**src/rtl/hex_pkg.sv**
```systemverilog
// ---------------------------------------------------------------------------
// hex_pkg
// Shared constants and small helpers for the multiplexed hex display driver.
//   NUM_DIGITS   : number of scanned digits
//   NUM_PHASES   : PWM sub-phases per digit slot
//   SEG_OFF      : active-low segment pattern with every segment dark
//   digit_t      : digit index type
//   phase_t      : sub-phase index type
//   digit_select : one-hot (active-high) select for a digit index
// ---------------------------------------------------------------------------
package hex_pkg;

    localparam int         NUM_DIGITS = 6;
    localparam int         NUM_PHASES = 16;
    localparam logic [7:0] SEG_OFF    = 8'hFF;

    typedef logic [2:0] digit_t;
    typedef logic [3:0] phase_t;

    // One-hot select; an out-of-range index selects nothing.
    function automatic logic [NUM_DIGITS-1:0] digit_select(input digit_t idx);
        logic [NUM_DIGITS-1:0] sel;
        sel = '0;
        for (int i = 0; i < NUM_DIGITS; i++) begin
            if (digit_t'(i) == idx) sel[i] = 1'b1;
        end
        return sel;
    endfunction

endpackage

```
**src/rtl/scan_tick.sv**
```systemverilog
// ---------------------------------------------------------------------------
// scan_tick
// Counter chain for the display scan: sub-cycle counter sc (0..SUB_CYCLES-1),
// sub-phase ph (0..15) and digit index di (0..5), plus the strobes that the
// driver needs to line its registers up with slot and frame boundaries.
//   clk         : system clock
//   rst_n       : asynchronous active-low reset (already release-synchronised)
//   di          : current digit index
//   ph_next     : sub-phase the counters move to on the coming edge
//   di_next     : digit index the counters move to on the coming edge
//   slot_start  : first cycle of a slot (ph=0, sc=0)
//   slot_end    : last cycle of a slot (ph=15, sc=SUB_CYCLES-1)
//   capture     : last cycle of a frame (slot_end of digit 5)
//   frame_start : registered capture, high for the first cycle of each frame
// ---------------------------------------------------------------------------
module scan_tick
    import hex_pkg::*;
#(
    parameter int SUB_CYCLES = 32
)(
    input  logic   clk,
    input  logic   rst_n,
    output digit_t di,
    output phase_t ph_next,
    output digit_t di_next,
    output logic   slot_start,
    output logic   slot_end,
    output logic   capture,
    output logic   frame_start
);

    localparam logic [15:0] SC_LAST = 16'(SUB_CYCLES - 1);

    logic [15:0] sc;
    logic [15:0] sc_next;
    phase_t      ph;

    // Ripple-carry style chain: ph only moves when sc wraps, di only when
    // both sc and ph wrap.
    always_comb begin
        sc_next = sc + 16'd1;
        ph_next = ph;
        di_next = di;
        if (sc == SC_LAST) begin
            sc_next = '0;
            if (ph == phase_t'(NUM_PHASES - 1)) begin
                ph_next = '0;
                di_next = (di == digit_t'(NUM_DIGITS - 1)) ? '0 : di + 3'd1;
            end else begin
                ph_next = ph + 4'd1;
            end
        end
    end

    // The frame pulse is the capture strobe delayed by one cycle so it
    // lands on the first cycle of digit 0, never on the post-reset start.
    always_ff @(posedge clk or negedge rst_n) begin
        if (!rst_n) begin
            sc          <= '0;
            ph          <= '0;
            di          <= '0;
            frame_start <= 1'b0;
        end else begin
            sc          <= sc_next;
            ph          <= ph_next;
            di          <= di_next;
            frame_start <= capture;
        end
    end

    assign slot_start = (sc == '0) && (ph == '0);
    assign slot_end   = (sc == SC_LAST) && (ph == phase_t'(NUM_PHASES - 1));
    assign capture    = slot_end && (di == digit_t'(NUM_DIGITS - 1));

endmodule

```
**src/rtl/hex_scan_drv.sv**
```systemverilog
// ---------------------------------------------------------------------------
// hex_scan_drv
// Time-multiplexed six-digit seven-segment driver with 16-step PWM dimming.
// Segment data is frozen per frame in a snapshot so a frame never mixes old
// and new digits; sub-phase 0 of every slot is dead time so the shared
// segment bus only changes while all digits are dark.
//   clk            : system clock
//   rst            : asynchronous active-low reset (release synchronised)
//   sthex0..5      : active-low segment patterns {dp,g,f,e,d,c,b,a}
//   bright         : brightness 0..15 (enabled sub-phases per slot)
//   en             : display enable, 0 blanks the digits
//   seg            : shared segment bus, polarity per SEG_ACTIVE_LOW
//   dig            : digit enables, polarity per DIG_ACTIVE_LOW
//   frame          : one-cycle pulse on the first cycle of each frame
// ---------------------------------------------------------------------------
module hex_scan_drv
    import hex_pkg::*;
#(
    parameter int SUB_CYCLES     = 32,
    parameter bit SEG_ACTIVE_LOW = 1'b1,
    parameter bit DIG_ACTIVE_LOW = 1'b1
)(
    input  logic                  clk,
    input  logic                  rst,
    input  logic [7:0]            sthex0,
    input  logic [7:0]            sthex1,
    input  logic [7:0]            sthex2,
    input  logic [7:0]            sthex3,
    input  logic [7:0]            sthex4,
    input  logic [7:0]            sthex5,
    input  logic [3:0]            bright,
    input  logic                  en,
    output logic [7:0]            seg,
    output logic [NUM_DIGITS-1:0] dig,
    output logic                  frame
);

    localparam logic [7:0]            SEG_IDLE = SEG_ACTIVE_LOW ? SEG_OFF : ~SEG_OFF;
    localparam logic [NUM_DIGITS-1:0] DIG_IDLE = DIG_ACTIVE_LOW ? '1 : '0;

    logic [1:0]                  rst_pipe;
    logic                        rst_int;
    digit_t                      di;
    phase_t                      ph_next;
    digit_t                      di_next;
    logic                        slot_start;
    logic                        slot_end;
    logic                        capture;
    logic                        frame_start;
    logic [NUM_DIGITS-1:0][7:0]  snap;
    logic [3:0]                  bright_l;
    logic                        en_l;
    logic [NUM_DIGITS-1:0]       dig_next;

    // Assertion is immediate (async clear), release goes through two flops,
    // so the internal reset drops after the second edge following release.
    always_ff @(posedge clk or negedge rst) begin
        if (!rst) rst_pipe <= '0;
        else      rst_pipe <= {rst_pipe[0], 1'b1};
    end

    assign rst_int = rst_pipe[1];

    scan_tick #(
        .SUB_CYCLES (SUB_CYCLES)
    ) u_tick (
        .clk         (clk),
        .rst_n       (rst_int),
        .di          (di),
        .ph_next     (ph_next),
        .di_next     (di_next),
        .slot_start  (slot_start),
        .slot_end    (slot_end),
        .capture     (capture),
        .frame_start (frame_start)
    );

    // Frame snapshot plus per-slot brightness/enable latches. bright and en
    // are taken on the ph 15->0 edge so a slot never changes duty midway.
    always_ff @(posedge clk or negedge rst_int) begin
        if (!rst_int) begin
            snap     <= {NUM_DIGITS{SEG_OFF}};
            bright_l <= '0;
            en_l     <= 1'b0;
        end else begin
            if (capture) snap <= {sthex5, sthex4, sthex3, sthex2, sthex1, sthex0};
            if (slot_end) begin
                bright_l <= bright;
                en_l     <= en;
            end
        end
    end

    // Digit enable for the cycle after the coming edge, computed from the
    // next counter state so dig lines up exactly with ph. ph=0 never enables.
    always_comb begin
        dig_next = DIG_IDLE;
        if (en_l && (ph_next != '0) && (ph_next <= bright_l)) begin
            dig_next = DIG_ACTIVE_LOW ? ~digit_select(di_next) : digit_select(di_next);
        end
    end

    // seg is reloaded at the end of the first dead-time cycle of each slot,
    // which also picks up a fresh snapshot one cycle after the frame pulse.
    always_ff @(posedge clk or negedge rst_int) begin
        if (!rst_int) begin
            seg <= SEG_IDLE;
            dig <= DIG_IDLE;
        end else begin
            if (slot_start) seg <= SEG_ACTIVE_LOW ? snap[di] : ~snap[di];
            dig <= dig_next;
        end
    end

    assign frame = frame_start;

endmodule

```
**config.mk**
```make
export PLATFORM = sky130hd
export DESIGN_NAME = hex_scan_drv
export DESIGN_NICKNAME = d
export VERILOG_FILES = /design/src/rtl/hex_pkg.sv /design/src/rtl/scan_tick.sv /design/src/rtl/hex_scan_drv.sv
export SDC_FILE = /design/constraint.sdc
export NUM_CORES = 1
export LEC_CHECK = 0
export CAP_MARGIN = 5
export CORE_MARGIN = 2
export CORE_UTILIZATION = 51
export DETAILED_ROUTE_END_ITERATION = 10
export PLACE_DENSITY = 0.77
export SLEW_MARGIN = 20
export SYNTH_ARGS = -nofsm -noshare
export SYNTH_HDL_FRONTEND = slang
export SYNTH_SLANG_ARGS = --single-unit
```
**constraint.sdc**
```tcl
create_clock -name clk -period 3.6 [get_ports clk]
set_input_delay 0.54 -clock clk [delete_from_list [all_inputs] [get_ports clk]]
set_output_delay 0.54 -clock clk [all_outputs]
set_load 0.02 [all_outputs]
```
==> impl_metrics.py, run 1 <==
metrics = {
    "die": {
        "start_util_pct": 53.0,
        "die_y_um": 96.7,
        "ioPinCount": 70,
        "core_mm2": 0.00826,
        "row_count": 33,
        "chipWidth_um": 96.7,
        "fp.dieArea_mm2": 0.00934,
    },
    "power_and_ir_drop": {
        "p_sw_mw": 0.432,
        "power_frac_seq_pct": 56.0,
        "irDropWorstVdd_v": 0.000217,
        "pwr-share-clk_pct": 37.0,
        "comb_power_share_pct": 6.9,
        "power_leakage_nw": 2.33,
        "p_total_mw": 2.02,
        "netSwitchingFraction_pct": 21.4,
        "p_int_mw": 1.59,
        "p_per_area_mw_per_mm2": 371,
    },
    "logic_synthesis": {
        "ys.flop_type": "dfstp_2",
        "syn_area_per_cell_um2": 13.4,
        "synth_top_area_share_pct": 37.2,
        "synth_warnings": 0,
        "synthTopCellsByArea": "dfstp_2 (37%), dfrtp_1 (18%), mux2_4 (6.9%)",
        "synthDistinctLibCells": 44,
        "syn-num-nets": 390,
        "synth_largest_area_cell": "dfstp_2",
        "synth-seq-cells": 93,
        "synth_area_mm2": 0.00438,
        "ys_seq_area_share_pct": 54.9,
        "synth_edf_count": 0,
        "synth_cells": 327,
        "async_reset_ff_share_pct": 100,
    },
    "timing": {
        "report.final.slew_viol_count": 0,
        "hold_slack_ps": 327,
        "hold_viol_final": 0,
        "fin_crit_sh_pct": 95.4,
        "fin_crit_ps": 3430,
        "finalSetupViolations": 0,
        "slew_headroom_pct": 55.4,
        "worstMarginPinSlew_ps": 670,
        "setup_tns_ps": 0,
        "finClkSkew_ps": 9.00,
        "fmax_ghz": 0.291,
        "rsz0062_at_grt": "no",
    },
    "worst_setup_path": {
        "path_buf_inv": 1,
        "r2r_setup_slack_ps": 170,
        "crit_path_max_fanout": 5,
        "cp.arrival_ps": 3710,
        "critPathTopFamily": "simple AND/OR/NAND/NOR gates",
        "path_class": "reg -> reg",
        "max_stage_delay_ps": 650,
        "crit_required_ps": 3870,
        "r2r_start": "u_tick.sc[11]",
        "crit_path_start_kind": "register",
        "r2r_end": "dig[3]",
        "path_cells": "or4_4 -> or4_1 -> mux2i_1 -> inv_1 -> ha_1 -> nor2b_1 -> o211ai_1 -> a21oi_1 -> a211oi_1 -> nand3_1",
        "crit_slowest_cell": "or4_1",
        "worstRegToRegCells": 10,
        "end_kind": "register",
    },
    "clock_tree": {
        "cts_buffers": 9,
        "clk_latency_ps": 360,
        "clk_pin_slew_ps": 90,
        "cts_sinks": 93,
        "htreeDepth": 3,
        "cts_tree": "built",
        "root_buffer": "clkbuf_8",
        "clock_path_buffers": 2,
    },
    "routing": {
        "routedWlPerCell_um": 16.9,
        "detail-route-antenna-nets": 0,
        "route.detailed.drc": 0,
        "met2_length_um": 4160,
        "initialDrtViolationCount": 114,
        "wirelength_met1_um": 4010,
        "dr.max_layer_used": "met4",
        "vias": 2782,
        "dr.pass1.iters": 4,
        "drt_wl_total_um": 8660,
        "wl_met3_um": 306,
        "vias_per_cell": 5.43,
    },
    "layout": {
        "final_common_cell": "clkdlybuf4s50_1",
        "final_core_util_pct": 65.8,
        "syn_to_final_growth_pct": 24.1,
        "final_cell_mix": "clkdlybuf4s50_1 (69), dfstp_2 (62), dfrtp_1 (30)",
        "drive_above_1_share_pct": 33.4,
        "antenna_cells": 0,
        "final_net_count": 465,
    },
    "place": {
        "hpwl_um": 5990,
        "place_congestion": 0.783,
        "io_buffers": 69,
    },
    "outcome": {
        "status": "finished clean",
    },
    "worst_hold_path": {
        "hp-class": "in -> async",
    },
    "flow_run": {
        "drv_cap": 0,
    },
    "global_route": {
        "gr-total-overflow": 0,
        "grt.total_usage_pct": 19.2,
        "grt_pass1_vias": 2966,
        "antenna_found_initial": 0,
        "grt_pass1_wl_um": 14300,
        "grt_max_degree": 92,
    },
}
## repair_timing
item / in CTS / in global routing
gates resized for setup: 0 / 1
hold buffers: 0 / 0
endpoints found under the setup margin: 0 / 6
setup buffers: 0 / 3
endpoints found under the hold margin: 0 / 0
## state kept, by name, indices dropped and copies added, names as in the netlist
signal	count
snap	48
u_tick.frame_start	1
u_tick.di	3
en_l	1
bright_l	4
u_tick.sc	16
seg	8
dig	6
rst_pipe	2
u_tick.ph	4
## worst max path at each step
stage          endpoint  cells after the start  slack [ps]     startpoint
4_1_cts          dig[3]                     10         230  u_tick.sc[11]
3_5_place_dp     dig[5]                     10         260  u_tick.sc[11]
5_1_grt          dig[3]                     10          40  u_tick.sc[11]
3_3_place_gp     dig[0]                     10         480  u_tick.sc[11]
6_report         dig[3]                     10         170  u_tick.sc[11]
2_1_floorplan    dig[3]                     11         610  u_tick.sc[11]
## power by group through the flow
stage | Sequential (mW) | Combinational [mW] | Clock [mW]
finish | 1.13 | 0.140 | 0.747
global route | 1.14 | 0.151 | 0.811
CTS | 1.14 | 0.128 | 0.760
detailed placement | 1.16 | 0.127 | 0
global placement | 1.16 | 0.125 | 0
floorplan | 1.15 | 0.0445 | 0
## stage by stage
step | instances | setup slack [ps] | cell area (um^2)
6_report | 512 | 167 | 5440
3_5_place_dp | 492 | 264 | 5160
4_1_cts | 508 | 229 | 5380
5_1_grt | 512 | 38.4 | 5440
3_3_place_gp | 492 | 477 | 5160
2_1_floorplan | 327 | 606 | 4380
## logic make-up after synthesis
| logic type | after synthesis | synth area share, % |
|---|---|---|
| buf+inv | 38 | 3.83 |
| flops | 93 | 54.9 |
| compound gates | 31 | 4.97 |
| xor+xnor | 14 | 2.80 |
| other cells | 1 | 0.0857 |
| simple gates | 71 | 9.46 |
| mux | 71 | 21.6 |
| fa+ha+maj | 8 | 2.29 |
## cell type report
cell class / instances / area (um^2)
clock buffer: 12 / 166
clock inverter: 4 / 52.6
fill: 637 / 2820
inverter: 25 / 93.8
multi-input combinational: 196 / 1810
sequential: 93 / 2410
tap: 105 / 131
timing repair buffer: 77 / 771
## synthesized netlist by cell type (2+ instances only)
cell type and instances:
nand4_1 3, nor2_1 9, or4_4 2, nand3_1 16, and3_1 4, mux2_1 15
o21a_1 8, nor3_1 6, nor4_1 3, inv_1 25, nand2_1 12, buf_2 2
xor2_1 6, buf_6 3, dfrtp_1 31, nor2b_1 3, mux2i_1 14, a21oi_1 3
clkbuf_1 8, mux2_4 20, o21ai_0 8, nand3b_1 2, xnor2_1 8, dfstp_2 62
ha_1 8, o221ai_1 8, mux4_2 8, mux2_2 14
## routing by layer
metal	up-vias	track usage (%)
met5	-	0
met2	71	30.0
met1	1387	26.5
met4	0	9.21
li1	1309	-
met3	15	2.67
(Power assumes the default switching activity.)
==> run 2: changes to the inputs <==
--- a/config.mk
+++ b/config.mk
@@ -5,7 +5,6 @@
 export SDC_FILE = /design/constraint.sdc
 export NUM_CORES = 1
 export LEC_CHECK = 0
-export CAP_MARGIN = 5
 export CORE_MARGIN = 2
 export CORE_UTILIZATION = 51
 export DETAILED_ROUTE_END_ITERATION = 10
==> results of run 2 <==
No change in the layout: final DEF, timing and power equal those of run 1.
